**src/rtl/zorro2_autoconfig_master.sv**
```systemverilog
// Zorro II AutoConfig initiator.
// Walks the AutoConfig chain from the host side. For each board it reads the
// type and size nibbles at $E80000/$E80002 and allocates a 1MB-granular block
// inside $200000-$9FFFFF. It then writes the base nibble to $E80048, or writes
// shut-up to $E8004C, and repeats until a read of $E80000 goes unanswered.
// Optional build macro CFG_ID_READ_EN: adds six ID nibble reads (product and
// manufacturer) after the size read and exposes them on cfg_prod/cfg_mfg.
module zorro2_autoconfig_master #(
  parameter int MAX_BOARDS     = 8,
  parameter int TIMEOUT_CYCLES = 64
) (
  input  logic        CLK,
  input  logic        RESETn,
  input  logic        start,
  output logic        busy,
  output logic        done,
  output logic [23:1] ADDR,
  output logic        ASn,
  output logic        UDSn,
  output logic        LDSn,
  output logic        RWn,
  output logic [3:0]  DBUS_OUT,
  output logic        DBUS_OE,
  input  logic [3:0]  DBUS_IN,
  input  logic        DTACKn,
  input  logic        BERRn,
  output logic        cfg_valid,
  output logic [3:0]  cfg_base,
  output logic [3:0]  cfg_size,
  output logic        cfg_shutup,
`ifdef CFG_ID_READ_EN
  output logic [7:0]  cfg_prod,
  output logic [15:0] cfg_mfg,
`endif
  output logic [3:0]  board_count,
  output logic [3:0]  mem_top
);

  localparam int WCNT_W = $clog2(TIMEOUT_CYCLES + 1);

  typedef enum logic [3:0] {
    S_IDLE, S_RD_TYPE, S_RD_SIZE, S_RD_ID, S_ALLOC,
    S_WR_BASE, S_WR_SHUTUP, S_REPORT, S_NEXT, S_DONE
  } state_t;

  // Bus phase: B_IDLE is the setup cycle before A0 is put on the bus.
  typedef enum logic [2:0] {B_IDLE, B_A0, B_A1, B_AW, B_END} bph_t;

  // Size code from the $02 nibble to size in MB; 0 means unsupported.
  function automatic logic [3:0] decode_size(input logic [2:0] code);
    case (code)
      3'b000:  return 4'd8;
      3'b111:  return 4'd4;
      3'b110:  return 4'd2;
      3'b101:  return 4'd1;
      default: return 4'd0;
    endcase
  endfunction

  // 2MB and 4MB blocks are aligned to an even 1MB index.
  function automatic logic [4:0] round_up_even(input logic [4:0] m);
    return (m + 5'd1) & 5'b11110;
  endfunction

`ifdef CFG_ID_READ_EN
  // ADDR[8:1] offsets of the product (2) and manufacturer (4) nibbles.
  function automatic logic [7:0] id_offset(input logic [2:0] idx);
    case (idx)
      3'd0:    return 8'h02;
      3'd1:    return 8'h03;
      3'd2:    return 8'h08;
      3'd3:    return 8'h09;
      3'd4:    return 8'h0A;
      default: return 8'h0B;
    endcase
  endfunction
`endif

  state_t        state_q, state_d;
  bph_t          bph_q, bph_d;
  logic [WCNT_W-1:0] wcnt_q, wcnt_d;
  logic [3:0]    rdat_q, rdat_d;
  logic          fault_q, fault_d;
  logic          abort_q, abort_d;
  logic          zii_q, zii_d;
  logic [3:0]    size_q, size_d;
  logic [3:0]    base_q, base_d;
  logic [23:1]   addr_q, addr_d;
  logic          asn_q, asn_d;
  logic          udsn_q, udsn_d;
  logic          rwn_q, rwn_d;
  logic [3:0]    dout_q, dout_d;
  logic          doe_q, doe_d;
  logic          busy_q, busy_d;
  logic          done_q, done_d;
  logic          cfg_valid_q, cfg_valid_d;
  logic [3:0]    cfg_base_q, cfg_base_d;
  logic [3:0]    cfg_size_q, cfg_size_d;
  logic          cfg_shutup_q, cfg_shutup_d;
  logic [3:0]    board_count_q, board_count_d;
  logic [3:0]    mem_top_q, mem_top_d;
`ifdef CFG_ID_READ_EN
  logic [2:0]    id_idx_q, id_idx_d;
  logic [7:0]    prod_sh_q, prod_sh_d;
  logic [15:0]   mfg_sh_q, mfg_sh_d;
  logic [7:0]    cfg_prod_q, cfg_prod_d;
  logic [15:0]   cfg_mfg_q, cfg_mfg_d;
`endif

  logic          bus_state;
  logic          acc_end;
  logic [23:1]   acc_addr;
  logic          acc_wr;
  logic [3:0]    acc_data;
  logic [4:0]    m5;
  logic [4:0]    alloc_base;
  logic [4:0]    alloc_end;
  logic          alloc_ok;
  logic          alloc_fit;

  // Address, direction and write nibble of the access owned by the current state.
  always_comb begin
    acc_addr  = {8'hE8, 7'h00, 8'h00};
    acc_wr    = 1'b0;
    acc_data  = 4'h0;
    bus_state = 1'b0;
    case (state_q)
      S_RD_TYPE:   bus_state = 1'b1;
      S_RD_SIZE: begin
        bus_state = 1'b1;
        acc_addr  = {8'hE8, 7'h00, 8'h01};
      end
`ifdef CFG_ID_READ_EN
      S_RD_ID: begin
        bus_state = 1'b1;
        acc_addr  = {8'hE8, 7'h00, id_offset(id_idx_q)};
      end
`endif
      S_WR_BASE: begin
        bus_state = 1'b1;
        acc_addr  = {8'hE8, 7'h00, 8'h24};
        acc_wr    = 1'b1;
        acc_data  = base_q;
      end
      S_WR_SHUTUP: begin
        bus_state = 1'b1;
        acc_addr  = {8'hE8, 7'h00, 8'h26};
        acc_wr    = 1'b1;
      end
      default: ;
    endcase
    acc_end = bus_state && (bph_q == B_END);
  end

  // Allocation of the next block from mem_top; sums are 5 bits so they never wrap.
  always_comb begin
    m5         = {1'b0, mem_top_q};
    alloc_base = m5;
    alloc_ok   = 1'b0;
    case (size_q)
      4'd8: begin
        alloc_base = 5'd2;
        alloc_ok   = (mem_top_q == 4'd2);
      end
      4'd4, 4'd2: begin
        alloc_base = round_up_even(m5);
        alloc_ok   = 1'b1;
      end
      4'd1: begin
        alloc_base = m5;
        alloc_ok   = 1'b1;
      end
      default: ;
    endcase
    alloc_end = alloc_base + {1'b0, size_q};
    alloc_fit = alloc_ok && zii_q && (alloc_end <= 5'd10);
  end

  // Next-state logic for the bus sequencer and the AutoConfig walk.
  always_comb begin
    state_d       = state_q;
    bph_d         = bph_q;
    wcnt_d        = wcnt_q;
    rdat_d        = rdat_q;
    fault_d       = fault_q;
    abort_d       = abort_q;
    zii_d         = zii_q;
    size_d        = size_q;
    base_d        = base_q;
    addr_d        = addr_q;
    asn_d         = asn_q;
    udsn_d        = udsn_q;
    rwn_d         = rwn_q;
    dout_d        = dout_q;
    doe_d         = doe_q;
    busy_d        = busy_q;
    done_d        = done_q;
    cfg_valid_d   = cfg_valid_q;
    cfg_base_d    = cfg_base_q;
    cfg_size_d    = cfg_size_q;
    cfg_shutup_d  = cfg_shutup_q;
    board_count_d = board_count_q;
    mem_top_d     = mem_top_q;
`ifdef CFG_ID_READ_EN
    id_idx_d      = id_idx_q;
    prod_sh_d     = prod_sh_q;
    mfg_sh_d      = mfg_sh_q;
    cfg_prod_d    = cfg_prod_q;
    cfg_mfg_d     = cfg_mfg_q;
`endif

    if (bus_state) begin
      case (bph_q)
        B_IDLE: begin
          addr_d = acc_addr;
          rwn_d  = ~acc_wr;
          if (acc_wr) begin
            dout_d = acc_data;
            doe_d  = 1'b1;
          end
          bph_d = B_A0;
        end
        B_A0: begin
          asn_d  = 1'b0;
          udsn_d = 1'b0;
          wcnt_d = '0;
          bph_d  = B_A1;
        end
        B_A1: bph_d = B_AW;
        B_AW: begin
          if (!DTACKn) begin
            rdat_d  = DBUS_IN;
            fault_d = 1'b0;
            asn_d   = 1'b1;
            udsn_d  = 1'b1;
            bph_d   = B_END;
          end else if (!BERRn || (wcnt_q == WCNT_W'(TIMEOUT_CYCLES - 1))) begin
            fault_d = 1'b1;
            asn_d   = 1'b1;
            udsn_d  = 1'b1;
            bph_d   = B_END;
          end else begin
            wcnt_d = wcnt_q + 1'b1;
          end
        end
        default: begin
          rwn_d = 1'b1;
          doe_d = 1'b0;
          bph_d = B_IDLE;
        end
      endcase
    end

    // A fault after the type read means the board is reported as shut up and the run ends.
    if (acc_end && fault_q && (state_q != S_RD_TYPE)) begin
      cfg_valid_d   = 1'b1;
      cfg_base_d    = 4'd0;
      cfg_size_d    = size_q;
      cfg_shutup_d  = 1'b1;
      board_count_d = board_count_q + 1'b1;
      abort_d       = 1'b1;
`ifdef CFG_ID_READ_EN
      cfg_prod_d    = prod_sh_q;
      cfg_mfg_d     = mfg_sh_q;
`endif
      state_d       = S_REPORT;
    end else begin
      case (state_q)
        S_IDLE: begin
          if (start) begin
            busy_d        = 1'b1;
            mem_top_d     = 4'd2;
            board_count_d = 4'd0;
            abort_d       = 1'b0;
            state_d       = S_RD_TYPE;
          end
        end
        S_RD_TYPE: begin
          if (acc_end) begin
            if (fault_q) begin
              busy_d  = 1'b0;
              done_d  = 1'b1;
              state_d = S_DONE;
            end else begin
              zii_d   = (rdat_q[3:2] == 2'b11);
              size_d  = 4'd0;
              state_d = S_RD_SIZE;
            end
          end
        end
        S_RD_SIZE: begin
          if (acc_end) begin
            size_d = decode_size(rdat_q[2:0]);
`ifdef CFG_ID_READ_EN
            id_idx_d = 3'd0;
            state_d  = S_RD_ID;
`else
            state_d  = S_ALLOC;
`endif
          end
        end
`ifdef CFG_ID_READ_EN
        S_RD_ID: begin
          if (acc_end) begin
            if (id_idx_q < 3'd2) prod_sh_d = {prod_sh_q[3:0], ~rdat_q};
            else                 mfg_sh_d  = {mfg_sh_q[11:0], ~rdat_q};
            if (id_idx_q == 3'd5) state_d = S_ALLOC;
            else                  id_idx_d = id_idx_q + 1'b1;
          end
        end
`endif
        S_ALLOC: begin
          if (alloc_fit) begin
            base_d  = alloc_base[3:0];
            state_d = S_WR_BASE;
          end else begin
            base_d  = 4'd0;
            state_d = S_WR_SHUTUP;
          end
        end
        S_WR_BASE, S_WR_SHUTUP: begin
          if (acc_end) begin
            cfg_valid_d   = 1'b1;
            cfg_size_d    = size_q;
            board_count_d = board_count_q + 1'b1;
`ifdef CFG_ID_READ_EN
            cfg_prod_d    = prod_sh_q;
            cfg_mfg_d     = mfg_sh_q;
`endif
            if (state_q == S_WR_BASE) begin
              mem_top_d    = base_q + size_q;
              cfg_base_d   = base_q;
              cfg_shutup_d = 1'b0;
            end else begin
              cfg_base_d   = 4'd0;
              cfg_shutup_d = 1'b1;
            end
            state_d = S_REPORT;
          end
        end
        S_REPORT: begin
          cfg_valid_d = 1'b0;
          state_d     = S_NEXT;
        end
        S_NEXT: begin
          if (abort_q || (board_count_q == 4'(MAX_BOARDS))) begin
            busy_d  = 1'b0;
            done_d  = 1'b1;
            state_d = S_DONE;
          end else begin
            state_d = S_RD_TYPE;
          end
        end
        S_DONE: begin
          done_d  = 1'b0;
          state_d = S_IDLE;
        end
        default: state_d = S_IDLE;
      endcase
    end
  end

  // State and registered outputs; reset releases every strobe at once.
  always_ff @(posedge CLK or negedge RESETn) begin
    if (!RESETn) begin
      state_q       <= S_IDLE;
      bph_q         <= B_IDLE;
      wcnt_q        <= '0;
      rdat_q        <= 4'd0;
      fault_q       <= 1'b0;
      abort_q       <= 1'b0;
      zii_q         <= 1'b0;
      size_q        <= 4'd0;
      base_q        <= 4'd0;
      addr_q        <= '0;
      asn_q         <= 1'b1;
      udsn_q        <= 1'b1;
      rwn_q         <= 1'b1;
      dout_q        <= 4'd0;
      doe_q         <= 1'b0;
      busy_q        <= 1'b0;
      done_q        <= 1'b0;
      cfg_valid_q   <= 1'b0;
      cfg_base_q    <= 4'd0;
      cfg_size_q    <= 4'd0;
      cfg_shutup_q  <= 1'b0;
      board_count_q <= 4'd0;
      mem_top_q     <= 4'd2;
`ifdef CFG_ID_READ_EN
      id_idx_q      <= 3'd0;
      prod_sh_q     <= 8'd0;
      mfg_sh_q      <= 16'd0;
      cfg_prod_q    <= 8'd0;
      cfg_mfg_q     <= 16'd0;
`endif
    end else begin
      state_q       <= state_d;
      bph_q         <= bph_d;
      wcnt_q        <= wcnt_d;
      rdat_q        <= rdat_d;
      fault_q       <= fault_d;
      abort_q       <= abort_d;
      zii_q         <= zii_d;
      size_q        <= size_d;
      base_q        <= base_d;
      addr_q        <= addr_d;
      asn_q         <= asn_d;
      udsn_q        <= udsn_d;
      rwn_q         <= rwn_d;
      dout_q        <= dout_d;
      doe_q         <= doe_d;
      busy_q        <= busy_d;
      done_q        <= done_d;
      cfg_valid_q   <= cfg_valid_d;
      cfg_base_q    <= cfg_base_d;
      cfg_size_q    <= cfg_size_d;
      cfg_shutup_q  <= cfg_shutup_d;
      board_count_q <= board_count_d;
      mem_top_q     <= mem_top_d;
`ifdef CFG_ID_READ_EN
      id_idx_q      <= id_idx_d;
      prod_sh_q     <= prod_sh_d;
      mfg_sh_q      <= mfg_sh_d;
      cfg_prod_q    <= cfg_prod_d;
      cfg_mfg_q     <= cfg_mfg_d;
`endif
    end
  end

  assign ADDR        = addr_q;
  assign ASn         = asn_q;
  assign UDSn        = udsn_q;
  assign LDSn        = 1'b1;
  assign RWn         = rwn_q;
  assign DBUS_OUT    = dout_q;
  assign DBUS_OE     = doe_q;
  assign busy        = busy_q;
  assign done        = done_q;
  assign cfg_valid   = cfg_valid_q;
  assign cfg_base    = cfg_base_q;
  assign cfg_size    = cfg_size_q;
  assign cfg_shutup  = cfg_shutup_q;
  assign board_count = board_count_q;
  assign mem_top     = mem_top_q;
`ifdef CFG_ID_READ_EN
  assign cfg_prod    = cfg_prod_q;
  assign cfg_mfg     = cfg_mfg_q;
`endif

endmodule
```
**config.mk**
```make
export PLATFORM = sky130hd
export DESIGN_NAME = zorro2_autoconfig_master
export DESIGN_NICKNAME = d
export VERILOG_FILES = /design/src/rtl/zorro2_autoconfig_master.sv
export SDC_FILE = /design/constraint.sdc
export NUM_CORES = 1
export LEC_CHECK = 0
export CORE_ASPECT_RATIO = 0.75
export CORE_UTILIZATION = 50
export CTS_CLUSTER_SIZE = 12
export DETAILED_ROUTE_END_ITERATION = 8
export PLACE_DENSITY = 0.72
export SETUP_SLACK_MARGIN = 0.05
export SYNTH_ARGS = -nofsm -noshare
export SYNTH_HDL_FRONTEND = slang
export SYNTH_SLANG_ARGS = --single-unit
```
**constraint.sdc**
```tcl
create_clock -name CLK -period 4 [get_ports CLK]
set_input_delay 0.4 -clock CLK [delete_from_list [all_inputs] [get_ports CLK]]
set_output_delay 0.4 -clock CLK [all_outputs]
set_load 0.03 [all_outputs]
```
Yosys cells after proc, flatten, opt, wreduce, memory -nomap -nowiden --
Cells that the tools add are included.
Word-level totals: register bits 79, output and inout port bits 52, word-level logic and storage cells 188
Operators by class: add/sub/neg operators 5, order comparisons 1, eq/ne operators 41, multiplexer cells 67, bitwise operators 5, reductions and logical operators 47
Operators with widths (number):
- 2-to-1 mux 4 bit | 24
- one-hot mux 4 bit (7 select lines) | 1
- one-hot mux 4 bit (2 select lines) | 3
- 2-to-1 mux 1 bit | 22
- == test 4 x 3 -> 1 bit (second input constant) | 5
- inequality test 2 bit (second input constant) | 9
- one-hot mux 6 bit (3 select lines) | 1
- AND reduction 3 bit | 6
- == test 4 bit (second input constant) | 4
- one-hot mux 4 bit (4 select lines) | 1
- AND reduction 5 bit | 3
- 2-to-1 mux 7 bit | 2
- one-hot mux 7 bit (2 select lines) | 1
- AND reduction 2 bit | 7
- nonzero test 2 bit | 7
- == test 3 bit (second input constant) | 4
- == test 4 x 2 -> 1 bit (second input constant) | 3
- inequality test 3 bit (second input constant) | 4
- one-hot mux 3 bit (4 select lines) | 1
- AND reduction 4 bit | 3
- nonzero test 3 bit | 4
- one-hot mux 1 bit (2 select lines) | 5
- one-hot mux 5 bit (2 select lines) | 1
- == test 4 x 1 -> 1 bit (second input constant) | 2
- other kinds (26) | 43

Longest topological paths before layout --
Gate-level depths: netlist of run 1.
depth in word-level cells 9, mapped depth 14, depth with buffers taken out 13

Worst setup path before layout of run 1 --
No wires, ideal clock.
kind register -> register, from register mem_top_q[0] (netlist: mem_top[0]), to register state_q[1], setup time 120 ps, data arrival time 3148 ps, path slack 732 ps, cell stages (with the launch flop) 15, buffers on the path 1, clock period less this slack 3268 ps, path through dfrtp_1 inv_1 ha_1 nor2_1 a22o_1 nand2_1 o211a_1 inv_1 fa_1 a21o_1 a21oi_1 xor2_1 or4_1 buf_2 a31o_1
On the way: longest elaborated chain between the ends 8
Ends and longest elaborated chain:
- from (decl) | RTL line 101 | logic [3:0] mem_top_q, mem_top_d;
- from (signal assigned) | RTL line 419 | mem_top_q <= mem_top_d;
- adder 4 x 1 -> 5 bit | RTL line 62 | return (m + 5'd1) & 5'b11110;
- one-hot mux 5 bit (2 select lines) | RTL line 160 | case (size_q)
- adder 5 x 4 -> 5 bit | RTL line 175 | alloc_end = alloc_base + {1'b0, size_q};
- less-or-equal comparator 5 x 4 -> 1 bit | RTL line 176 | alloc_fit = alloc_ok && zii_q && (alloc_end <= 5'd10);
- logical AND 1 bit * | RTL line 176
- 2-to-1 mux 2 bit * | RTL line 313 | if (alloc_fit) begin
- one-hot mux 4 bit (7 select lines) * | RTL line 268 | case (state_q)
- 2-to-1 mux 4 bit * | RTL line 255 | if (acc_end && fault_q && (state_q != S_RD_TYPE)) begin
- to (signal assigned) | RTL line 397 | state_q <= state_d;
- to (decl) | RTL line 79 | state_t state_q, state_d;
Every way passes the cells marked *; elsewhere a longest branch is shown, timed or not. A chain may end at the register's enable or synchronous reset.

Final worst setup path of run 1 --
from register size_q[2], to register state_q[1]
On the way: longest elaborated chain between the ends 9
Ends and longest elaborated chain:
- from (decl) | RTL line 86 | logic [3:0] size_q, size_d;
- from (signal assigned) | RTL line 404 | size_q <= size_d;
- == test 4 x 3 -> 1 bit / == test 4 x 2 -> 1 bit (equally long branches) | RTL line 160
- OR reduction 2 bit | RTL line 160
- one-hot mux 5 bit (2 select lines) | RTL line 160
- adder 5 x 4 -> 5 bit | RTL line 175
- less-or-equal comparator 5 x 4 -> 1 bit | RTL line 176
- logical AND 1 bit * | RTL line 176
- 2-to-1 mux 2 bit * | RTL line 313
- one-hot mux 4 bit (7 select lines) * | RTL line 268
- 2-to-1 mux 4 bit * | RTL line 255
Marks and branches as above.

==> impl_metrics.py, run 1 <==
metrics = {
    "layout": {
        "finish.utilization_pct": 61.0,
        "n_antenna_cell": 0,
        "layout.filler_cells": 618,
        "finalNetCount": 447,
        "layout_common_cells": "57 x sky130_fd_sc_hd__dfrtp_1, 53 x sky130_fd_sc_hd__nand2_1, 43 x sky130_fd_sc_hd__clkdlybuf4s50_1, 25 x sky130_fd_sc_hd__nor2_1, 22 x sky130_fd_sc_hd__a21oi_1",
        "drive_gt1_share_pct": 6.99,
        "multi_input_combinational_cell_area_mm2": 0.00187,
        "non_filler_instance_count_after_layout": 527,
        "layout-area-overhead-vs-synth_pct": 16.5,
        "mostFrequentLayoutCell": "sky130_fd_sc_hd__dfrtp_1",
        "final-seq-area_mm2": 0.00151,
    },
    "place": {
        "globalplace.congestion": 0.838,
        "placement.io_buffers": 44,
        "post_placement_worst_setup_slack_ns": 0.570,
        "detailed_place_hpwl_um": 5560,
        "place_inst": 511,
    },
    "drt": {
        "detailedRoute.firstIterationViolations": 223,
        "viasPerCell": 5.55,
        "drtAntennaViolNets": 0,
        "post_detailed_route_drc_marker_count": 0,
        "wl_um": 7810,
        "detailroute.via_count": 2927,
        "dr.pass1.iters": 5,
        "post_drt_wl_per_cell_um": 14.8,
    },
    "clock_network": {
        "cts_htree_levels": 3,
        "clock_latency_on_the_worst_skew_pair_ns": 0.35,
        "clk_transition_reported_paths_ns": 0.07,
        "cts_sinks": 60,
        "numCtsBuffers": 9,
        "ctsLongestPathBuffers": 2,
        "cts_resized": 0,
        "cts_setup_buffers": 0,
        "post_cts_hold_buffer_count": 0,
        "clock-root-buffer": "sky130_fd_sc_hd__clkbuf_8",
        "tritoncts": "built",
    },
    "yosys": {
        "synth_xor_area_share_pct": 2.63,
        "synth_cells": 393,
        "count_of_flip_flops_with_a_built_in_enable_after_synthesis": 0,
        "synth_mux_area_share_pct": 2.98,
        "synth_top_family_by_area": "simple AND/OR/NAND/NOR gates",
        "yosys_warnings": 0,
        "synth_sequential_area_ratio_pct": 41.7,
        "synthesis.area_mm2": 0.00361,
        "async_reset_ff_share_pct": 100,
        "post_synthesis_register_bit_count": 60,
        "synth_simple_gate_area_share_pct": 20.5,
        "synth_cell_types": 63,
        "post_synth_fa_ha_maj_area_fraction_pct": 5.27,
        "synth-main-ff-cell": "sky130_fd_sc_hd__dfrtp_1",
        "syn_area_per_cell_um2": 9.19,
        "synth-compound-area-share_pct": 18.7,
    },
    "power_and_ir_drop": {
        "comb_power_share_pct": 40.6,
        "p_sw_mw": 1.18,
        "intPower_mw": 1.56,
        "peakVddDrop_uv": 482,
        "p_leak_nw": 1.83,
        "power_frac_seq_pct": 37.7,
        "p_sw_share_pct": 42.9,
        "clkPwrFrac_pct": 21.6,
        "power.density_mw_per_mm2": 651,
    },
    "timing": {
        "hold-worst-slack_ns": 0.202,
        "slew_viol_final": 0,
        "worst_slew_pin_slew_ns": 0.883,
        "setup_viol": 0,
        "period_share_pct": 86.6,
        "timing.final.hold_violations": 0,
        "clock_skew_ns": 0.0123,
        "setup_repair_after_global_routing_missed_its_margin": "no",
        "timing.fmax_mhz": 289,
        "relSlewSlack_pct": 40.2,
        "period_minus_slack_ns": 3.46,
        "finalSetupTns_ns": 0,
        "timing.final.ws_setup_ns": 0.536,
    },
    "worst_setup_path": {
        "path_class": "flip-flop to flip-flop",
        "critPathLaunchType": "flip-flop",
        "crit_required_ns": 4.24,
        "critical_path_peak_fanout": 15,
        "worst_setup_path_end_kind": "flip-flop",
        "crit_arrival_ns": 3.71,
    },
    "grt": {
        "grt_use_total_pct": 21.9,
        "pin_count_of_the_biggest_net_entering_global_routing": 61,
        "via_count_of_the_first_global_routing_pass": 2583,
        "grt_overflow_total": 0,
        "grt_first_pass_wirelength_um": 12700,
        "initial_antenna_violation_count": 0,
    },
    "job": {
        "drv.max_cap_violation_count": 0,
    },
    "worst_hold_path": {
        "hold_path.class": "input port to asynchronous set/reset pin",
    },
    "floorplanning": {
        "core_area_mm2": 0.00690,
        "die-area_mm2": 0.00757,
        "placementRows": 26,
        "floorplan.io_pins": 61,
        "die_extent_in_y_um": 75.6,
        "dieWidth_um": 100,
        "floorplan.initialDensity_pct": 52.4,
    },
    "status": {
        "status": "complete, no violations",
    },
}
state kept, by name, summed over array words and instances, names as in the netlist, 3 cells and up:
name         flops
wcnt_q           7
base_q           4
state_q          4
size_q           4
DBUS_OUT         4
rdat_q           4
board_count      4
mem_top          4
cfg_size         4
ADDR             4
cfg_base         4
bph_q            3
critical path: stages (launching register included):
cell	delay [ns]
sky130_fd_sc_hd__dfrtp_1	0.64
sky130_fd_sc_hd__nand2b_1	0.19
sky130_fd_sc_hd__nor3b_1	0.18
sky130_fd_sc_hd__nor3_1	0.30
sky130_fd_sc_hd__nor2_1	0.08
sky130_fd_sc_hd__ha_1	0.23
sky130_fd_sc_hd__fa_1	0.40
sky130_fd_sc_hd__a21o_1	0.19
sky130_fd_sc_hd__a21oi_1	0.16
sky130_fd_sc_hd__xor2_1	0.08
sky130_fd_sc_hd__or4_1	0.62
sky130_fd_sc_hd__a31o_1	0.27
power groups by stage:
stage	clock (mW)	combinational, mW	sequential (mW)
6_report	0.593	1.11	1.03
5_1_grt	0.626	1.22	1.06
4_1_cts	0.604	1.11	1.03
3_5_place_dp	0	1.10	1.03
3_3_place_gp	0	1.09	1.03
2_1_floorplan	0	0.823	1.00
final timing paths:
kind                       slack, ns        endpoint  cells after the start   startpoint
setup / recovery                0.54      state_q[1]                     11    size_q[2]
hold / removal                  0.20  board_count[2]                      2       RESETn
setup reg to reg                0.54      state_q[1]                     11    size_q[2]
hold reg to reg                 0.49     cfg_size[2]                      2  cfg_size[2]
max in group asynchronous       3.29       size_q[3]                      2       RESETn
min in group CLK                0.49     cfg_size[2]                      2  cfg_size[2]
layout make-up:
class / instances / area share [%]
repair buffers: 46 / 10.7
multi-input cells: 293 / 44.4
flip-flops and latches: 60 / 35.8
clock buffers: 11 / 3.12
inverters: 14 / 1.25
clock inverters: 5 / 1.84
well taps: 98 / 2.91
layer usage:
metal / vias to the layer above / track usage (%) / part of all wire [%]
met3: 11 / 4.95 / 5.0
li1: 1438 / - / -
met5: - / 0 / 0
met4: 0 / 6.44 / 1.0
met2: 92 / 33.3 / 43
met1: 1386 / 31.5 / 51
cell usage after synthesis (5+ instances only):
cell type                   n  area (µm²)
sky130_fd_sc_hd__o21ai_0   12        60.1
sky130_fd_sc_hd__mux2_1     6        67.6
sky130_fd_sc_hd__a22o_1    15         131
sky130_fd_sc_hd__nor3_1     9        45.0
sky130_fd_sc_hd__nand2_1   53         199
sky130_fd_sc_hd__o31ai_1    5        37.5
sky130_fd_sc_hd__o22ai_1    5        31.3
sky130_fd_sc_hd__inv_1     14        52.6
sky130_fd_sc_hd__nor2b_1    5        31.3
sky130_fd_sc_hd__a21oi_1   22         110
sky130_fd_sc_hd__xor2_1     5        43.8
sky130_fd_sc_hd__buf_4     21         158
sky130_fd_sc_hd__nor2_1    25        93.8
sky130_fd_sc_hd__nand3_1   17        85.1
sky130_fd_sc_hd__o21ai_1   14        70.1
sky130_fd_sc_hd__ha_1      12         150
sky130_fd_sc_hd__clkbuf_1  12        45.0
sky130_fd_sc_hd__dfrtp_1   57        1430
sky130_fd_sc_hd__buf_2      7        35.0
through the flow:
stage | power, mW | cell area (µm²)
final | 2.74 | 4210
after detailed placement | 2.13 | 4000
after CTS | 2.74 | 4210
after global routing | 2.91 | 4210
after global placement | 2.11 | 4000
after floorplan | 1.83 | 3660
cells by family (layout without fill, tap and decap cells):
logic type,Yosys count,in the layout
XOR/XNOR,10,10
AND/OR/NAND/NOR,144,144
multiplexers,10,10
adder cells (fa/ha/maj),14,14
AO/OA/AOI/OAI,99,99
buffers and inverters,54,76
flip-flops,60,60
other,2,16
(Power assumes the default switching activity.)
==> inputs of run 2 (changes only) <==
--- a/config.mk
+++ b/config.mk
@@ -5,12 +5,13 @@
 export SDC_FILE = /design/constraint.sdc
 export NUM_CORES = 1
 export LEC_CHECK = 0
+export CAP_MARGIN = 20
 export CORE_ASPECT_RATIO = 0.75
 export CORE_UTILIZATION = 50
 export CTS_CLUSTER_SIZE = 12
 export DETAILED_ROUTE_END_ITERATION = 8
 export PLACE_DENSITY = 0.72
-export SETUP_SLACK_MARGIN = 0.05
+export SETUP_SLACK_MARGIN = 0.4
 export SYNTH_ARGS = -nofsm -noshare
 export SYNTH_HDL_FRONTEND = slang
 export SYNTH_SLANG_ARGS = --single-unit
==> run 2 against run 1 <==
Against the previous run:
- via count up 0.34%
- register-to-register slack better by 0.14 ns
- clock power about the same
==> impl_metrics.py, run 2 (synthesized netlist as in run 1, its figures left out) <==
metrics = {
    "clock_network": {
        "post_cts_hold_buffer_count": 0,
        "cts_htree_levels": 3,
        "ctsLongestPathBuffers": 2,
        "clock_latency_on_the_worst_skew_pair_ns": 0.35,
        "clk_transition_reported_paths_ns": 0.07,
        "cts_setup_buffers": 0,
        "numCtsBuffers": 9,
        "tritoncts": "built",
        "cts_sinks": 60,
        "cts_resized": 0,
        "clock-root-buffer": "sky130_fd_sc_hd__clkbuf_8",
    },
    "worst_setup_path": {
        "critPathLaunchType": "flip-flop",
        "worst_r2r_path_depth": 11,
        "timing.rr.start": "size_q[3]",
        "crit_arrival_ns": 3.57,
        "worstPathCellList": "nand2b_1 -> nor3b_1 -> nor3_1 -> nor2_1 -> ha_1 -> fa_1 -> a21o_1 -> a21oi_1 -> xor2_1 -> or4_1 -> a31o_1",
        "cp_slowest_stage_delay_ns": 0.62,
        "timing.rr.end": "state_q[1]",
        "critical_path_peak_fanout": 10,
        "crit_required_ns": 4.24,
        "path_class": "flip-flop to flip-flop",
        "timing.critical_path.slowest_stage_cell": "sky130_fd_sc_hd__or4_1",
        "worst_setup_path_end_kind": "flip-flop",
        "setup.reg_to_reg.worst_slack_ns": 0.67,
    },
    "grt": {
        "initial_antenna_violation_count": 0,
        "grt_overflow_total": 0,
        "pin_count_of_the_biggest_net_entering_global_routing": 61,
        "grt_first_pass_wirelength_um": 12700,
        "grt_use_total_pct": 21.9,
        "via_count_of_the_first_global_routing_pass": 2583,
    },
    "timing": {
        "period_share_pct": 83.2,
        "setup_repair_after_global_routing_missed_its_margin": "no",
        "period_minus_slack_ns": 3.33,
        "setup_viol": 0,
        "clock_skew_ns": 0.0123,
        "timing.final.hold_violations": 0,
        "timing.fmax_mhz": 301,
        "timing.final.ws_setup_ns": 0.673,
        "worst_slew_pin_slew_ns": 0.883,
        "slew_viol_final": 0,
        "finalSetupTns_ns": 0,
        "relSlewSlack_pct": 40.2,
    },
    "power_and_ir_drop": {
        "power.density_mw_per_mm2": 650,
        "p_leak_nw": 1.83,
        "peakVddDrop_uv": 482,
        "report.power.total_mw": 2.74,
    },
    "drt": {
        "post_drt_wl_per_cell_um": 14.8,
        "dr.pass1.iters": 5,
        "detailedRoute.firstIterationViolations": 218,
        "drtAntennaViolNets": 0,
        "viasPerCell": 5.57,
        "detailroute.via_count": 2937,
        "post_detailed_route_drc_marker_count": 0,
        "wl_um": 7800,
    },
    "layout": {
        "layout_common_cells": "55 x sky130_fd_sc_hd__dfrtp_1, 53 x sky130_fd_sc_hd__nand2_1, 43 x sky130_fd_sc_hd__clkdlybuf4s50_1, 25 x sky130_fd_sc_hd__nor2_1, 22 x sky130_fd_sc_hd__a21oi_1",
        "top_register_by_number_of_flip_flops": "wcnt_q",
        "largest_register_ffs": 7,
        "drive_gt1_share_pct": 7.69,
        "layout-area-overhead-vs-synth_pct": 16.7,
        "layout.filler_cells": 618,
        "finalNetCount": 447,
        "n_antenna_cell": 0,
        "non_filler_instance_count_after_layout": 527,
        "mostFrequentLayoutCell": "sky130_fd_sc_hd__dfrtp_1",
    },
    "place": {
        "post_placement_worst_setup_slack_ns": 0.570,
        "placement.io_buffers": 44,
        "detailed_place_hpwl_um": 5560,
        "globalplace.congestion": 0.838,
        "place_inst": 511,
    },
    "status": {
        "status": "complete, no violations",
    },
    "floorplanning": {
        "core_area_mm2": 0.00690,
        "placementRows": 26,
        "die-area_mm2": 0.00757,
        "dieWidth_um": 100,
        "floorplan.initialDensity_pct": 52.4,
        "floorplan.io_pins": 61,
        "die_extent_in_y_um": 75.6,
    },
    "worst_hold_path": {
        "hold_path.class": "input port to asynchronous set/reset pin",
    },
    "job": {
        "drv.max_cap_violation_count": 0,
    },
}
run 2: cell counts in the layout (fill, tap and decap cells not counted):
No cell type changed its count.
run 2: metrics by stage:
step / util (%) / cell area, µm² / hold slack (ns)
2_1_floorplan: - / 3660 / 0.104
3_3_place_gp: 58.0 / 4000 / 0.459
3_5_place_dp: 58.0 / 4000 / 0.470
4_1_cts: 61.0 / 4210 / 0.232
5_1_grt: 61.1 / 4210 / 0.276
6_report: 61.1 / 4210 / 0.202
run 2: cell type report:
type                    count  area [µm²]  area share, %
multi-input cells         293        1870           44.4
well taps                  98         123           2.91
inverters                  14        52.6           1.25
flip-flops and latches     60        1510           35.8
clock inverters             5        77.6           1.84
clock buffers              11         131           3.12
repair buffers             46         450           10.7
run 2: how the worst max path moves through the flow:
stage          startpoint          to  slack (ns)  depth (start not counted)
2_1_floorplan  mem_top[0]  state_q[1]        0.73                         14
4_1_cts         size_q[3]  state_q[1]        0.56                         11
5_1_grt         size_q[1]  state_q[1]        0.40                         10
3_5_place_dp    size_q[3]  state_q[1]        0.57                         11
3_3_place_gp    size_q[2]  state_q[1]        0.64                         11
6_report        size_q[3]  state_q[1]        0.67                         11
run 2: per-layer routing:
metal	wire, µm	share of wire, %	global-route usage [%]
met1	3930	50	31.5
met2	3400	44	33.3
met4	74	0.95	6.44
met3	398	5.1	4.95
met5	0	0	0
run 2: worst max-delay path, delay by kind of cell (launching register included):
family | cells | cell delay [ns]
simple gates | 5 | 1.40
compound gates | 3 | 0.62
flops | 1 | 0.49
xor+xnor | 1 | 0.08
fa+ha+maj | 2 | 0.62
run 2: power by group:
group / internal [mW] / total [mW] / leakage (nW) / switching, mW
Combinational: 0.450 / 1.11 / 0.947 / 0.663
Clock: 0.349 / 0.592 / 0.103 / 0.243
Sequential: 0.766 / 1.03 / 0.779 / 0.269
